$ cat src/rtl/mxv_pkg.sv
// mxv_pkg: shared FIFO geometry plus the push-arbiter constants and types.
package mxv_pkg;
    localparam int DW_FIFO        = 16;
    localparam int AW_FIFO        = 4;
    localparam int N_REQ_FIFO     = 4;
    localparam int BURST_LEN_FIFO = 4;
    typedef enum logic {ARB_IDLE, ARB_OWN} arb_state_t;
    typedef logic [$clog2(N_REQ_FIFO)-1:0] req_id_t;
endpackage

$ cat src/rtl/fifo_rr_push_arbiter_if.sv
// fifo_rr_push_arbiter_if: producer lanes and FIFO write port around the push arbiter.
interface fifo_rr_push_arbiter_if
    import mxv_pkg::*;
#(
    parameter int N_REQ = N_REQ_FIFO
) ();
    localparam int W = $clog2(N_REQ);
    logic [N_REQ-1:0]              req_i;
    logic [N_REQ-1:0][DW_FIFO-1:0] data_i;
    logic [N_REQ-1:0]              ack_o;
    logic [N_REQ-1:0]              grant_o;
    logic [W-1:0]                  owner_o;
    logic                          busy_o;
    logic                          fifo_full;
    logic                          fifo_push;
    logic [DW_FIFO-1:0]            fifo_data;
    modport master (
        input  req_i, data_i, fifo_full,
        output ack_o, grant_o, owner_o, busy_o, fifo_push, fifo_data
    );
    modport slave (
        output req_i, data_i, fifo_full,
        input  ack_o, grant_o, owner_o, busy_o, fifo_push, fifo_data
    );
endinterface

$ cat src/rtl/fifo_rr_push_arbiter_rr_grant_picker.sv
// rr_grant_picker: first set request bit at or after start, wrapping modulo N.
module rr_grant_picker #(
    parameter  int N = 4,
    localparam int W = $clog2(N)
) (
    input  logic [N-1:0] req,
    input  logic [W-1:0] start,
    output logic         found,
    output logic [W-1:0] win
);
    // Walk from the farthest slot back to start so the nearest hit wins.
    always_comb begin
        found = 1'b0;
        win   = '0;
        for (int k = N - 1; k >= 0; k--) begin
            if (req[(int'(start) + k) % N]) begin
                found = 1'b1;
                win   = W'((int'(start) + k) % N);
            end
        end
    end
endmodule

$ cat src/rtl/fifo_rr_push_arbiter.sv
// fifo_rr_push_arbiter: round-robin, burst-limited sharing of one FIFO write port.
module fifo_rr_push_arbiter
    import mxv_pkg::*;
#(
    parameter int N_REQ     = N_REQ_FIFO,
    parameter int BURST_LEN = BURST_LEN_FIFO
) (
    input logic                  clk,
    input logic                  rst,
    fifo_rr_push_arbiter_if.master bus
);
    localparam int W  = $clog2(N_REQ);
    localparam int CW = $clog2(BURST_LEN) + 1;
    arb_state_t       state_q, state_n;
    logic [W-1:0]     owner_q, owner_n, ptr_q, ptr_n, start, win;
    logic [CW-1:0]    cnt_q, cnt_n;
    logic [N_REQ-1:0] grant_q, grant_n, owner_oh, pick_req;
    logic             own, oreq, accept, rel, found;
    assign own      = state_q == ARB_OWN;
    assign owner_oh = {{(N_REQ-1){1'b0}}, 1'b1} << owner_q;
    assign oreq     = bus.req_i[owner_q];
    assign accept   = own & oreq & ~bus.fifo_full;
    assign rel      = own & (~oreq | (accept & (cnt_q == CW'(BURST_LEN - 1))));
    // On release the search restarts just past the owner; a dropped owner may not re-win.
    assign start    = !rel ? ptr_q : (owner_q == W'(N_REQ - 1)) ? '0 : owner_q + 1'b1;
    assign pick_req = (rel & ~oreq) ? bus.req_i & ~owner_oh : bus.req_i;
    rr_grant_picker #(.N(N_REQ)) u_picker (
        .req  (pick_req),
        .start(start),
        .found(found),
        .win  (win)
    );
    always_comb begin
        state_n = state_q;
        owner_n = owner_q;
        ptr_n   = ptr_q;
        cnt_n   = accept ? cnt_q + 1'b1 : cnt_q;
        if (!own || rel) begin
            ptr_n   = start;
            state_n = found ? ARB_OWN : ARB_IDLE;
            owner_n = found ? win : '0;
            cnt_n   = '0;
        end
        grant_n = (state_n == ARB_OWN) ? {{(N_REQ-1){1'b0}}, 1'b1} << owner_n : '0;
    end
    always_ff @(posedge clk or posedge rst) begin
        if (rst) begin
            state_q <= ARB_IDLE;
            owner_q <= '0;
            ptr_q   <= '0;
            cnt_q   <= '0;
            grant_q <= '0;
        end else begin
            state_q <= state_n;
            owner_q <= owner_n;
            ptr_q   <= ptr_n;
            cnt_q   <= cnt_n;
            grant_q <= grant_n;
        end
    end
    assign bus.ack_o     = accept ? owner_oh : '0;
    assign bus.fifo_push = accept;
    assign bus.fifo_data = own ? bus.data_i[owner_q] : '0;
    assign bus.grant_o   = grant_q;
    assign bus.owner_o   = owner_q;
    assign bus.busy_o    = own;
endmodule

$ cat src/flat_wrapper.sv
// flat-port wrapper written by rule: the top's interface ports become plain ports
module fifo_rr_push_arbiter_flat import mxv_pkg::*;
#(
    parameter int N_REQ     = N_REQ_FIFO,
    parameter int BURST_LEN = BURST_LEN_FIFO
)
  (clk, rst, bus_req_i, bus_data_i, bus_fifo_full, bus_ack_o, bus_grant_o, bus_owner_o, bus_busy_o, bus_fifo_push, bus_fifo_data);
  fifo_rr_push_arbiter_if #(.N_REQ(N_REQ)) bus_i ();
  input logic clk;
  input logic rst;
  input wire logic [$bits(bus_i.req_i)-1:0] bus_req_i;
  input wire logic [$bits(bus_i.data_i)-1:0] bus_data_i;
  input wire logic [$bits(bus_i.fifo_full)-1:0] bus_fifo_full;
  output wire logic [$bits(bus_i.ack_o)-1:0] bus_ack_o;
  output wire logic [$bits(bus_i.grant_o)-1:0] bus_grant_o;
  output wire logic [$bits(bus_i.owner_o)-1:0] bus_owner_o;
  output wire logic [$bits(bus_i.busy_o)-1:0] bus_busy_o;
  output wire logic [$bits(bus_i.fifo_push)-1:0] bus_fifo_push;
  output wire logic [$bits(bus_i.fifo_data)-1:0] bus_fifo_data;
  assign bus_i.req_i = bus_req_i;
  assign bus_i.data_i = bus_data_i;
  assign bus_i.fifo_full = bus_fifo_full;
  assign bus_ack_o = bus_i.ack_o;
  assign bus_grant_o = bus_i.grant_o;
  assign bus_owner_o = bus_i.owner_o;
  assign bus_busy_o = bus_i.busy_o;
  assign bus_fifo_push = bus_i.fifo_push;
  assign bus_fifo_data = bus_i.fifo_data;
  fifo_rr_push_arbiter #(.N_REQ(N_REQ), .BURST_LEN(BURST_LEN)) u_core (.clk(clk), .rst(rst), .bus(bus_i));
endmodule
$ cat config.mk
export PLATFORM = sky130hd
export DESIGN_NAME = fifo_rr_push_arbiter_flat
export DESIGN_NICKNAME = d
export VERILOG_FILES = /design/src/rtl/mxv_pkg.sv /design/src/rtl/fifo_rr_push_arbiter_if.sv /design/src/rtl/fifo_rr_push_arbiter_rr_grant_picker.sv /design/src/rtl/fifo_rr_push_arbiter.sv /design/src/flat_wrapper.sv
export SDC_FILE = /design/constraint.sdc
export NUM_CORES = 1
export LEC_CHECK = 0
export CAP_MARGIN = 10
export CORE_ASPECT_RATIO = 1.1
export CORE_MARGIN = 1
export CORE_UTILIZATION = 39
export DETAILED_ROUTE_END_ITERATION = 16
export PLACE_DENSITY = 0.94
export SYNTH_ARGS = -nofsm -noshare
export SYNTH_HDL_FRONTEND = slang
export SYNTH_SLANG_ARGS = --single-unit
$ cat constraint.sdc
create_clock -name clk -period 4 [get_ports clk]
set_clock_uncertainty 0.1 [all_clocks]
set_input_delay 0.4 -clock clk [delete_from_list [all_inputs] [get_ports clk]]
set_output_delay 0.4 -clock clk [all_outputs]
set_load 0.02 [all_outputs]
==> summary.txt <==
fin crit share = 76.0%
Layout Area Growth over Synthesis = 71.8%
Tot GR Track Use = 26.6%
count of cell types in the netlist = 44
DR WL/cell = 17.9 um
actual slew at the worst max-slew pin = 0.579 ns
# IOs = 99
remaining antenna violation count = 0
area of the multi-input gates = 1050 um2
fmax = 0.329 GHz
DP Wirelength = 4270 um
largest net degree at the start of global routing = 30
clock buffer depth = 2
setup_tns = 0 ns
share of cells above drive strength 1 = 14.9%
worst vdd ir = 496 uV
Port Buffer Count = 98
Root Buffer = clkbuf_4
Total Power = 0.00167 W
status = finished clean
P per Cell Area = 668 nW/um2
PnR worst setup slack = 0.960 ns
Post-CTS Resized = 0
leakage = 0.951 nW
FF-to-FF End = u_core.bus.owner_o[1]
Vias = 1639
ys async rst share = 100%
Post-synth EDFFs = 0
kind of critical path = in -> out
Worst-path clk slew = 0.07 ns
Initial DRC Count = 133
max cap viols = 0
Worst Path Arrival = 2.54 ns
Vias/cell = 5.65
Clk Latency, worst-skew pair = 0.28 ns
initial antenna violation count = 0
die height = 66.0 um
yosys warns = 0
Synth Flop Type = dfrtp_1
Final setup viols = 0
synthesized area = 1450 um2
fin. max-slew vios = 0
Worst R2R Start = u_core.cnt_q[0]
number of diodes = 0
total CTS buffers = 3
worst-path maximum fanout = 9
Mapped Nets = 224
FF/Latch Area = 300 um2
CTS tree = done
Nets = 321
RePlAce Congestion = 0.926
Worst Setup End Kind = primary output
reg2reg setup slack = 1.48 ns
core area = 3440 um2
FF+latch count, synth = 12
H-tree depth = 1
DRC viols = 0
Worst setup SP type = primary input
Die Wd = 60.2 um
final hold vios = 0
Seq/Total Area, Yosys = 20.7%
RSZ-0062 raised after global routing = false
first-pass GRT wire length = 7830 um
Slew HR = 61.3%
die area = 3980 um2
Final min period = 3.04 ns
Hold Buf Count CTS = 0
Worst EP required = 3.50 ns
r2r worst-path depth = 9
DRT Pass-1 Iters = 4
pre-CTS setup slack = 0.963 ns
HP Class = in -> async
total grt overflow = 0
Cells after Synth = 147
num rows = 22
Layout fillers = 253
vias in the first global route = 1655
wirelength, routed = 5180 um
Syn Area/Cell = 9.89 um2
Post-CTS Repair Setup Buffers = 0
clock sink total = 12
Initial Util = 42.3%
routing by layer:
layer | track usage (%) | part of all wire [%] | vias up | routed length (um)
met4 | 11.9 | 3.5 | 0 | 180
met3 | 5.68 | 11 | 23 | 549
met1 | 29.0 | 34 | 767 | 1750
met2 | 47.8 | 52 | 104 | 2700
li1 | - | - | 745 | -
met5 | 0 | 0 | - | 0
layout make-up:
type / instances / area share, %
inverters: 13 / 2.00
flip-flops and latches: 12 / 12.0
well taps: 48 / 2.40
repair buffers: 102 / 40.5
multi-input cells: 112 / 42.2
clock buffers: 3 / 0.902
flip-flops by register name, summed over array words and instances (netlist names):
name,flops
u_core.ptr_q,2
u_core.bus.busy_o,1
u_core.bus.grant_o,4
u_core.cnt_q,3
u_core.bus.owner_o,2
Yosys cell counts (all sizes together), types with 3 or more instances:
master / n / area [um2]
o21ai: 5 / 25.0
o31a: 3 / 26.3
nor2: 11 / 41.3
a21oi: 5 / 28.8
ha: 6 / 75.1
dfrtp: 12 / 300
nand2b: 3 / 18.8
inv: 12 / 45.0
nand2: 8 / 30.0
and2: 17 / 109
buf: 3 / 23.8
o31ai: 5 / 42.5
nor3: 6 / 35.0
mux4: 17 / 383
clkbuf: 7 / 26.3
how the worst max path moves through the flow:
stage,startpoint,to,depth (start not counted)
after floorplan,u_core.bus.owner_o[0],u_core.bus.owner_o[0],11
after global placement,bus_req_i[3],bus_fifo_push,5
after detailed placement,bus_req_i[3],bus_fifo_push,5
after CTS,u_core.bus.owner_o[0],bus_fifo_push,5
after global routing,u_core.bus.owner_o[0],bus_fifo_push,5
final,bus_req_i[3],bus_fifo_push,5
stage by stage:
step	hold WS (ns)	cells	instance area, um2	util (%)
2_1_floorplan	0.165	147	1450	-
3_3_place_gp	0.413	287	2470	71.9
3_5_place_dp	0.430	287	2470	71.9
4_1_cts	0.346	290	2500	72.6
5_1_grt	0.380	290	2500	72.6
6_report	0.326	290	2500	72.6
placed cells by master, fill, tap and decap left out, drive strengths merged, types with 2 or more instances in the layout:
master / n
o31a: 3
a21oi: 5
clkbuf: 3
mux2i: 2
buf: 4
nor2: 11
o21ai: 5
o31ai: 5
a211oi: 2
nand3: 2
mux4: 17
dfrtp: 12
o32ai: 2
o22ai: 2
nand2b: 3
ha: 6
nand2: 8
o211ai: 2
nor3: 6
and2: 17
clkdlybuf4s50: 98
inv: 12
worst max-delay path, cell delays in order:
cell and delay, ns:
clkdlybuf4s50_1 0.55, mux4_2 0.39, nand2_1 0.16, nor2_1 0.36, clkdlybuf4s50_1 0.67
cells by family (layout without fill, tap and decap cells):
| kind of cell | count (synthesis) | count (layout) | share of synthesized area (%) |
|---|---|---|---|
| buffers and inverters | 23 | 118 | 6.88 |
| DFF | 12 | 12 | 20.7 |
| and+or+nand+nor | 51 | 51 | 19.2 |
| muxes | 20 | 20 | 28.7 |
| xor gates and xnor gates | 1 | 1 | 0.603 |
| adders and majority gates | 6 | 6 | 5.16 |
| AOI/OAI and AO/OA | 34 | 34 | 18.8 |
report_power, final:
part	switching, W	leakage (nW)	internal, W
logic	0.000707	0.787	0.000684
clock network	0.0000402	0.0138	0.0000350
registers	0.0000299	0.150	0.000171
total	0.000777	0.951	0.000890
No activity file was read; power rests on OpenSTA's default activity.
